==> config.mk <==
export PLATFORM = sky130hd
export DESIGN_NAME = itof_pipe
export DESIGN_NICKNAME = d
export VERILOG_FILES = /design/src/rtl/fpu_pkg.sv /design/src/rtl/lzc32.sv /design/src/rtl/itof_pipe.sv
export SDC_FILE = /design/constraint.sdc
export NUM_CORES = 1
export LEC_CHECK = 0
export ABC_AREA = 1
export CAP_MARGIN = 20
export CORE_ASPECT_RATIO = 0.75
export CORE_MARGIN = 3
export CORE_UTILIZATION = 35
export CTS_BUF_LIST = sky130_fd_sc_hd__clkbuf_8
export CTS_CLUSTER_DIAMETER = 40
export DETAILED_ROUTE_END_ITERATION = 8
export PLACE_DENSITY = 0.59
export SETUP_SLACK_MARGIN = 0.3
export SLEW_MARGIN = 20
export SYNTH_ARGS = -nofsm -noshare
export SYNTH_HDL_FRONTEND = slang
export SYNTH_SLANG_ARGS = --single-unit
==> constraint.sdc <==
create_clock -name clk -period 3.71 [get_ports clk]
set_input_delay 0.371 -clock clk [delete_from_list [all_inputs] [get_ports clk]]
set_output_delay 0.371 -clock clk [all_outputs]
set_load 0.05 [all_outputs]
==> src/rtl/fpu_pkg.sv <==
// Shared FPU constants and stage bundles.
// Used by the converters and the normalisers.
package fpu_pkg;

  localparam int FP_BIAS  = 127;
  localparam int FP_EXP_W = 8;
  localparam int FP_MAN_W = 23;

  localparam logic [31:0] FP_ZERO = 32'h0;
  localparam logic [FP_EXP_W-1:0] I2F_EXP_BASE =
    FP_EXP_W'(FP_BIAS + 31);

  typedef struct packed {
    logic        sign;
    logic [31:0] mag;
  } i2f_s1_t;

  // norm drops the implicit leading one
  typedef struct packed {
    logic                sign;
    logic                zero;
    logic [FP_EXP_W-1:0] exp;
    logic [30:0]         norm;
  } i2f_s2_t;

endpackage

==> src/rtl/lzc32.sv <==
// 32-bit leading-zero counter.
// cnt is 0 when the input is all zero.
module lzc32 (
  input  logic [31:0] a,
  output logic [4:0]  cnt,
  output logic        all_zero
);

  always_comb begin
    cnt = 5'd0;
    for (int i = 0; i < 32; i++) begin
      if (a[i]) cnt = 5'(31 - i);
    end
  end

  assign all_zero = (a == 32'h0);

endmodule

==> src/rtl/itof_pipe.sv <==
// Pipelined signed int32 to IEEE-754 single.
// Three stages: magnitude, normalise, round/pack.
module itof_pipe
  import fpu_pkg::*;
#(
  parameter int TAG_W = 5
) (
  input  logic             clk,
  input  logic             rst,
  input  logic             flush,
  input  logic             in_valid,
  output logic             in_ready,
  input  logic [31:0]      in_data,
  input  logic [TAG_W-1:0] in_tag,
  output logic             out_valid,
  input  logic             out_ready,
  output logic [31:0]      out_data,
  output logic [TAG_W-1:0] out_tag
);

  logic v1, v2;
  logic en1, en2, en3;
  i2f_s1_t r1, s1_d;
  i2f_s2_t r2, s2_d;
  logic [TAG_W-1:0] t1, t2;
  logic [4:0] lz;
  logic z;

  logic [FP_MAN_W-1:0] m;
  logic                up;
  logic [FP_MAN_W:0]   sum;
  logic [FP_EXP_W-1:0] e;
  logic [31:0]         packed_res;

  assign en3 = !out_valid | out_ready;
  assign en2 = !v2 | en3;
  assign en1 = !v1 | en2;
  assign in_ready = en1;

  always_comb begin
    s1_d.sign = in_data[31];
    s1_d.mag  = in_data[31] ? (~in_data + 32'd1)
                            : in_data;
  end

  lzc32 u_lzc (
    .a        (r1.mag),
    .cnt      (lz),
    .all_zero (z)
  );

  always_comb begin
    s2_d.sign = r1.sign;
    s2_d.zero = z;
    s2_d.exp  = I2F_EXP_BASE - {3'b0, lz};
    s2_d.norm = 31'(r1.mag << lz);
  end

  // round to nearest, ties to even
  always_comb begin
    m   = r2.norm[30:8];
    up  = r2.norm[7] & ((|r2.norm[6:0]) | m[0]);
    sum = {1'b0, m} + {{FP_MAN_W{1'b0}}, up};
    e   = r2.exp + {{(FP_EXP_W-1){1'b0}}, sum[FP_MAN_W]};
    packed_res = r2.zero ? FP_ZERO
               : {r2.sign, e, sum[FP_MAN_W-1:0]};
  end

  always_ff @(posedge clk) begin
    if (rst || flush) begin
      v1 <= 1'b0;
      v2 <= 1'b0;
      out_valid <= 1'b0;
    end else begin
      if (en1) v1 <= in_valid;
      if (en2) v2 <= v1;
      if (en3) out_valid <= v2;
    end
  end

  always_ff @(posedge clk) begin
    if (en1) begin
      r1 <= s1_d;
      t1 <= in_tag;
    end
    if (en2) begin
      r2 <= s2_d;
      t2 <= t1;
    end
  end

  always_ff @(posedge clk) begin
    if (rst) begin
      out_data <= FP_ZERO;
      out_tag  <= '0;
    end else if (en3) begin
      out_data <= packed_res;
      out_tag  <= t2;
    end
  end

endmodule

# After elaboration in Yosys (flattened, before gate mapping)
# Index checks and enable logic that the tools add are counted.
# totals
output_inout_bits,39
register_bits,124
# op_classes
muxes,34
n_addsub,4
reduce_logical,6
bitwise_logic,6
shift,1
# op_table
operator,count
5-bit 2-to-1 mux,32
32-bit by 1-bit adder with 32-bit output (second input constant),1
32-bit logical NOT,1
32-bit 2-to-1 mux,1
32-bit inverter,1
32-bit by 5-bit << shifter with 31-bit output,1
31-bit 2-to-1 mux,1
23-bit by 1-bit adder with 24-bit output,1
8-bit by 1-bit adder with 8-bit output,1
8-bit by 5-bit subtractor with 8-bit output (first input constant),1
7-bit OR reduction,1
1-bit bitwise OR,4
1-bit logical NOT,3
1-bit AND,1
1-bit logical OR,1

# Depth between registers and ports, before layout
# Gate-level depths: netlist (run 1).
# logic_depth
depth_word,33
mapped_depth,41
depth_no_buf,41

# By module
# A second synthesis (run 1) with hierarchy kept.
# unflattened
cells_unflattened,1091
area_unflattened_um2,7757.4
# by_module_without_submodules
module,cells_each,n_inst,area_per_inst_um2,seq_area_each_um2
itof_pipe,985,1,7288.2,3323.2
lzc32,106,1,469.2,0.0

# Worst setup path after synthesis (run 1)
# No wires, ideal clock.
# synth_timing
kind,reg-to-reg
from,register r2 (netlist bit m[0])
to,register out_data[30]
setup_slack_ns,0.840
path_stages_with_launch,28
t_arrival_ns,2.800
cell_sequence,edfxtp_1 nand2_1 inv_1 nand3_1 nor2_1 inv_1 nor2_1 inv_1 nor2_1 inv_1 nor2_1 inv_1 nor2_1 nand3_1 nor3_2 nand3_1 nor2_1 inv_1 nor4_1 ha_1 nand3_1 nor2_1 inv_1 nor3_1 inv_1 o21bai_1 nand3_1 a21oi_1
# synth_between
elab_chain_len,5
# synth_lines
item,line_no,source
"start, declared",itof_pipe.sv:24,"i2f_s2_t r2, s2_d;"
"start signal, assigned",itof_pipe.sv:87,r2 <= s2_d;
1-bit bitwise OR,itof_pipe.sv:62,up = r2.norm[7] & ((|r2.norm[6:0]) | m[0]);
1-bit AND,itof_pipe.sv:62,
23-bit by 1-bit adder with 24-bit output *,itof_pipe.sv:63,"sum = {1'b0, m} + {{FP_MAN_W{1'b0}}, up};"
8-bit by 1-bit adder with 8-bit output *,itof_pipe.sv:64,"e = r2.exp + {{(FP_EXP_W-1){1'b0}}, sum[FP_MAN_W]};"
32-bit 2-to-1 mux *,itof_pipe.sv:65,packed_res = r2.zero ? FP_ZERO
"end signal, assigned",itof_pipe.sv:97,out_data <= packed_res;
"end, declared",itof_pipe.sv:17,"output logic [31:0] out_data,"
# Every way passes the cells marked *; elsewhere a longest branch is shown, timed or not.
# A chain may end at the register's enable or synchronous reset.

==> summary.md, run 1 <==
| Metric | Value |
|---|---|
| Clock Latency Late Sink | 0.45 ns |
| Yosys warning count | 0 |
| Setup tns final | 0 ns |
| Reg2reg setup slack | 0.36 ns |
| GPL Wtd Cong | 0.892 |
| WP buf/inv | 2 |
| Max H-tree Level | 4 |
| Standard-cell rows | 45 |
| CP Depth | 23 |
| Clock Skews | 0.0132 ns |
| Mapped Area | 0.00737 sq mm |
| Via/cell ratio | 5.18 |
| Crit path capture type | flip-flop |
| Worst r2r src | r1[1]$_DFFE_PP_ |
| CP peak stage delay | 0.44 ns |
| Clock share of power | 0.264 |
| CTS tree | built |
| Req. time, crit path | 3.92 ns |
| Worst-path clk slew | 0.08 ns |
| Final WS setup | between 0.3 and 0.4 ns |
| CTS root buffer | clkbuf_8 |
| Max transition margin | 0.0425 |
| Layout cells sized above 1 | 0.230 |
| Leading post-synthesis cells by cell area | edfxtp_1, nand3_1, nand2_1, dfxtp_1, inv_1 |
| Min-Delay Path Class | flip-flop to flip-flop |
| Min cycle time layout | 3.35 ns |
| Die area | around 0.023 sq mm |
| Hold Fails Final Rpt | 0 |
| Post-Synthesis Cells | about 1000 |
| Synth Area per Inst | 7.39 sq um |
| Initial antenna violation count | 0 |
| Flops & latches, synth | between 100 and 150 |
| Worst r2r dst | m[21]$_DFFE_PP_ |
| Port Buffer Count | 80 |
| Worst-Margin Slew | 1.43 ns |
| Dpl hpwl | around 14000 microns |
| Top delay family on crit path | simple AND/OR/NAND/NOR gates |
| Maximum clock rate | 0.299 GHz |
| Final setup viols | 0 |
| Status | complete, no violations |
| Seq pwr share | 0.394 |
| Fin crit share | 0.903 |
| Max Root-Sink Buffers | 2 |
| Chip height | 132 microns |
| Total Routing Usage GR | 0.165 |
| Pre-CTS setup slack | 0.333 ns |
| Pwr Total | 4.70 mW |
| Routed len/inst | 15.3 microns |
| Most frequent CP cell | nand2_1 |
| Critical path type | flip-flop to flip-flop |
| TritonRoute pass-1 iters | 6 |
| Data arrival time of the critical path | 3.56 ns |
| Area grow syn2layout | 38.6% |
| FF-to-FF path depth | 23 |
| Dominant cell type by area after synthesis | edfxtp_1 |
| Net Switching | ~1.8 mW |
| Hold EP | t2[0]$_DFFE_PP_ |
| Filler Cells Inserted | 1916 |
| CP max FO | 32 |
| Switching share of power | 0.373 |
| Largest net degree at the start of global routing | between 40 and 50 |
| Cell internal pwr | 2.95 mW |
| Ports | just over 80 |
| Library cells used by synthesis | 37 |
| Leakage Power | between 4 and 5 nW |
| RSZ-0062 raised after global routing | yes |
| Clock Sinks | around 120 |
| Hold_sp | t1[0]$_DFFE_PP_ |
| Vias in the first global route | 6079 |
| Max Cap Violations | 0 |
| Antenna Nets Post-Route | 0 |
| Critical Path, Cell by Cell | nor2_1 > inv_1 > a311oi_1 > o31ai_1 > o21ai_0 > nand2_1 > nand2_1 > nand2_1 > nand2_1 > nand2_1 > nand2_1 > nand2_1 > nand2_1 > nand3_1 > nand3_1 > buf_6 > nand3_2 > nand2_1 > nand2_2 > nand2_1 > nand2_1 > nand2_1 > nand2_1 |
| Ant. Diodes | 0 |
| Slowest-stage cell, CP | edfxtp_1 |
| Seq/Total Area, Yosys | 0.451 |
| Gr ovfl total | 0 |
| Starting density of the core | 0.361 |
| Worst setup SP type | flip-flop |
| First-pass GRT wire length | just over 30000 microns |
| Pwr/cell area | 460 mW/mm^2 |
| Comb pwr share | 0.341 |
| Post-Syn Nets | 1044 |
| Hold path depth | 0 |
| NumNets Final | roughly 1200 |
| DR iter-0 viols | 749 |
| Die span in x | 174 microns |
| Max-slew violations | 0 |
| Core area | 0.0204 sq mm |
| Vias | 7235 |
| Residual DRC | 0 |
| Post-synth top area share | 0.342 |
| Peak supply drop | 0.185 mV |
| CTS Buf Count | 17 |
| Final WL | 21400 microns |
## cell usage after synthesis
master,number
a21oi_1,46
a311oi_1,1
a31oi_1,1
and3_1,2
buf_1,1
buf_2,9
buf_4,4
buf_6,4
clkbuf_1,22
clkinv_1,1
dfxtp_1,40
edfxtp_1,84
ha_1,5
inv_1,117
inv_2,2
nand2_1,243
nand2_2,2
nand2_4,2
nand3_1,199
nand3_2,2
nand4_1,11
nor2_1,100
nor3_1,19
nor3_2,1
nor4_1,5
o211ai_1,1
o21ai_0,29
o21ai_1,1
o21bai_1,1
o221ai_1,1
o31ai_1,2
o41a_1,1
or2_1,1
or2_2,2
or4_1,1
xnor2_1,15
xor2_1,19
## power by group through the flow
stage               Combinational [mW]  Clock [mW]  Sequential [mW]
finish                            1.60        1.24             1.85
global route                      1.73        1.34             1.88
CTS                               1.22        1.28             1.84
detailed placement                1.21           0             1.87
global placement                  1.21           0             1.87
floorplan                        0.674           0             2.04
## routing by layer
metal	global-route usage	part of all wire	vias to the layer above	wire, microns
met5	0	0	-	0
met4	0.0603	0.027	0	580
met3	0.0427	0.092	51	1980
met2	0.226	0.42	367	9040
met1	0.248	0.46	3276	9790
li1	-	-	3541	-
## final cells by class
type	instances	area (sq um)	share of cell area
Tap cell	282	353	0.0345
Timing Repair inverter	1	7.51	0.000735
Multi-Input combinational cell	720	4520	0.442
Clock buffer	17	234	0.0229
Timing Repair Buffer	119	1160	0.113
Inverter	120	454	0.0445
Clock inverter	15	173	0.0169
Sequential cell	124	3320	0.325
## layout by cell type (no fill, tap or decap), types with 6 or more instances in the layout
cell and instances:
a21oi_1 45, xnor2_1 15, nand2_8 6, edfxtp_1 84, nand3_1 83, nand2_2 32
xor2_1 19, buf_4 33, inv_1 114, nand2_1 211, nor2_1 94, nand3_4 29
o21ai_0 26, nor3_1 16, clkbuf_8 17, nand3_2 89, nand4_1 11, clkdlybuf4s50_1 80
dfxtp_1 40
## logic make-up after synthesis
logic type,count (synthesis),share of synthesized area
fa+ha+maj,5,0.00849
compound gates,84,0.0605
simple gates,590,0.350
xor+xnor,34,0.0404
buf+inv,160,0.0891
flops,124,0.451
## registers in the layout (all words and copies together) (netlist names)
signal and flops:
v1 1, t1 5, out_tag 5, out_data 32
t2 5, m 23, out_valid 1, r2 18
r1 33, v2 1
## timing repair
item | in CTS | in global routing
buffers inserted | 0 | 23
resized for setup | 0 | 221
hold buffers | 0 | 0
endpoints found under the setup margin | 0 | 39
## metrics by stage
stage | std cells | area, sq um | utilization | hold slack, ns
finish | 1398 | 10200 | 0.500 | 0.417
detailed placement | 1332 | 8420 | 0.412 | 0.405
global route | 1398 | 10200 | 0.500 | 0.435
CTS | 1364 | 8820 | 0.432 | 0.423
global placement | 1332 | 8420 | 0.412 | 0.400
floorplan | 997 | 7370 | - | 0.400
## worst max path at each step
stage	from	end	slack, ns
3_5_place_dp	r2[7]$_SDFFCE_PP0P_	out_data[29]$_SDFFE_PP0P_	0.33
3_3_place_gp	r2[7]$_SDFFCE_PP0P_	out_data[30]$_SDFFE_PP0P_	0.36
4_1_cts	r2[7]$_SDFFCE_PP0P_	out_data[29]$_SDFFE_PP0P_	0.32
2_1_floorplan	m[0]$_SDFFCE_PP0P_	out_data[30]$_SDFFE_PP0P_	0.84
5_1_grt	r1[2]$_DFFE_PP_	m[19]$_DFFE_PP_	0.03
6_report	r1[1]$_DFFE_PP_	m[21]$_DFFE_PP_	0.36
Power figures use the tool's default switching activity.
==> run 2: changes to the inputs <==
- PLACE_DENSITY: 0.59 -> unset
==> run 2 against run 1 <==
Routed wire length down 5.6%. Sequential power about the same. Cell count shrank 1.3%. Clock skew down 0.0022 ns. Non-clock buffer count decreased by 14. Register-to-register slack better by 0.12 ns. Total power shrank 3.5%. Sequential share of layout area up 2.3 points. Die area did not move. Via count is 3.2% lower. Worst setup slack improved by 0.12 ns. Clock power is 4% higher. Critical endpoint is now m[22]$_DFFE_PP_.
==> summary.md, run 2 (synthesis results as in run 1) <==
| Metric | Value |
|---|---|
| CTS root buffer | clkbuf_8 |
| First-pass GRT wire length | 31100 microns |
| Area occupied by multi-input gates | 0.00394 sq mm |
| Ant. Diodes | 0 |
| Status | complete, no violations |
| Min-Delay Path Class | flip-flop to flip-flop |
| GPL Wtd Cong | 0.941 |
| Max FFs per register | 33 |
| Critical path type | flip-flop to flip-flop |
| DR iter-0 viols | about 720 |
| Non-filler instance count after layout | 1380 |
| Max transition margin | 0.458 |
| Port Buffer Count | 80 |
| Placed insts | 1334 |
| Seq. cell area | 0.00332 sq mm |
| Post-route cell area | 0.00953 sq mm |
| Vias in the first global route | 6174 |
| Standard-cell rows | 45 |
| Pre-CTS setup slack | 0.295 ns |
| NumNets Final | 1132 |
| Pwr/cell area | 476 mW/mm^2 |
| Vias | 7004 |
| Clock share of power | 0.283 |
| Max-slew violations | 0 |
| Cell internal pwr | 2.87 mW |
| Dpl hpwl | 14300 microns |
| Data arrival time of the critical path | 3.43 ns |
| Setup tns final | 0 ns |
| Starting density of the core | 0.361 |
| Core area | 0.0204 sq mm |
| Max Root-Sink Buffers | 2 |
| Clock Sinks | 124 |
| Net Switching | 1.66 mW |
| Fin crit share | 0.870 |
| Worst-path clk slew | roughly 0.08 ns |
| Min cycle time layout | 3.23 ns |
| Gr ovfl total | 0 |
| Peak supply drop | around 0.24 mV |
| Ports | 81 |
| Antenna Nets Post-Route | 0 |
| Comb pwr share | 0.307 |
| Maximum clock rate | ~0.31 GHz |
| Area grow syn2layout | 29.4% |
| Most frequent cells in the layout | nand2_1, nand3_1, inv_1, nor2_1, edfxtp_1 |
| Seq pwr share | 0.409 |
| Via/cell ratio | 5.08 |
| Worst-Margin Slew | 0.810 ns |
| Commonest non-fill, non-tap cell in the layout | nand2_1 |
| Final WS setup | 0.483 ns |
| Worst setup SP type | flip-flop |
| Residual DRC | 0 |
| Routed len/inst | 14.6 microns |
| Max H-tree Level | 4 |
| TritonRoute pass-1 iters | 6 |
| Filler Cells Inserted | approximately 2000 |
| Max Cap Violations | 0 |
| Leakage Power | 4.10 nW |
| Crit path capture type | flip-flop |
| Chip height | ~130 microns |
| Cts hold-fix bufs | 0 |
| CTS Buf Count | 17 |
| Initial antenna violation count | 0 |
| Hold Fails Final Rpt | 0 |
| Layout cells sized above 1 | 0.158 |
| CP max FO | 32 |
| Pwr Total | ~4.5 mW |
| Total Routing Usage GR | 0.166 |
| Largest net degree at the start of global routing | 42 |
| Die span in x | 174 microns |
| Placement Cell Area | 0.00843 sq mm |
| Req. time, crit path | 3.91 ns |
| Die area | 0.0228 sq mm |
| Final WL | 20200 microns |
| RSZ-0062 raised after global routing | yes |
| CTS tree | built |
| Clock Latency Late Sink | 0.45 ns |
| Switching share of power | 0.366 |
| Clock Skews | about 0.011 ns |
| Final setup viols | 0 |
| Reg with most FFs | r1 |
run 2: cell types whose count changed in the layout (fill, tap and decap cells not counted), sizes merged:
cell / before / now
clkinv: 9 / 4
nand2: 254 / 251
inv: 121 / 126
clkinvlp: 3 / 2
buf: 37 / 23
run 2: cell type report:
type | instances | share of cell area
clock buffers | 17 | 0.0245
clock inverters | 15 | 0.0197
inverters | 120 | 0.0473
multi-input cells | 717 | 0.414
flip-flops and latches | 124 | 0.349
well taps | 282 | 0.0370
repair buffers | 105 | 0.109
run 2: per-stage QoR:
step / hold WS (ns) / util
after detailed placement: 0.405 / 0.412
final: 0.422 / 0.466
after global routing: 0.437 / 0.466
after global placement: 0.401 / 0.412
after CTS: 0.424 / 0.433
after floorplan: 0.400 / -
run 2: power groups by stage:
stage               Sequential [mW]  Clock (mW)  Combinational, mW
finish                         1.86        1.29               1.39
global route                   1.88        1.38               1.53
CTS                            1.84        1.32               1.22
detailed placement             1.87           0               1.22
global placement               1.87           0               1.21
floorplan                      2.04           0              0.674
run 2: per-layer routing:
layer	vias to the layer above	wire, microns	GRT usage	share of wire
met3	24	1510	0.0448	0.075
li1	3492	-	-	-
met5	-	0	0	0
met2	257	8530	0.239	0.42
met4	0	279	0.0428	0.014
met1	3231	9870	0.245	0.49
run 2: what timing repair did:
item / in CTS / in global routing
gates cloned: 0 / 6
gates resized for setup: 1 / 115
buffers inserted: 0 / 8
pin swaps: 0 / 21
endpoints found under the hold margin: 0 / 0
endpoints found under the setup margin: 1 / 38
run 2: worst paths after layout:
kind | startpoint | endpoint | slack (ns) | cells after the start
max | r1[1]$_DFFE_PP_ | m[22]$_DFFE_PP_ | 0.48 | 21
min | r1[32]$_DFFE_PP_ | r2[40]$_DFFE_PP_ | 0.42 | 0
max reg2reg | r1[1]$_DFFE_PP_ | m[22]$_DFFE_PP_ | 0.48 | 21
min reg2reg | r1[32]$_DFFE_PP_ | r2[40]$_DFFE_PP_ | 0.42 | 0
run 2: worst max-delay path, stage by stage (launching register included):
cell,delay (ns)
edfxtp_1,0.43
nor2_1,0.13
inv_1,0.06
a311oi_1,0.23
o31ai_1,0.09
o21ai_0,0.19
nand2_1,0.08
nand2_1,0.06
nand2_1,0.05
nand2_1,0.06
nand2_1,0.05
nand2_1,0.08
nand2_1,0.06
nand2_1,0.06
nand3_1,0.07
nand3_1,0.12
buf_4,0.41
nand3_1,0.25
nand3_1,0.21
nand3_2,0.10
nand3_1,0.12
nand2_1,0.06
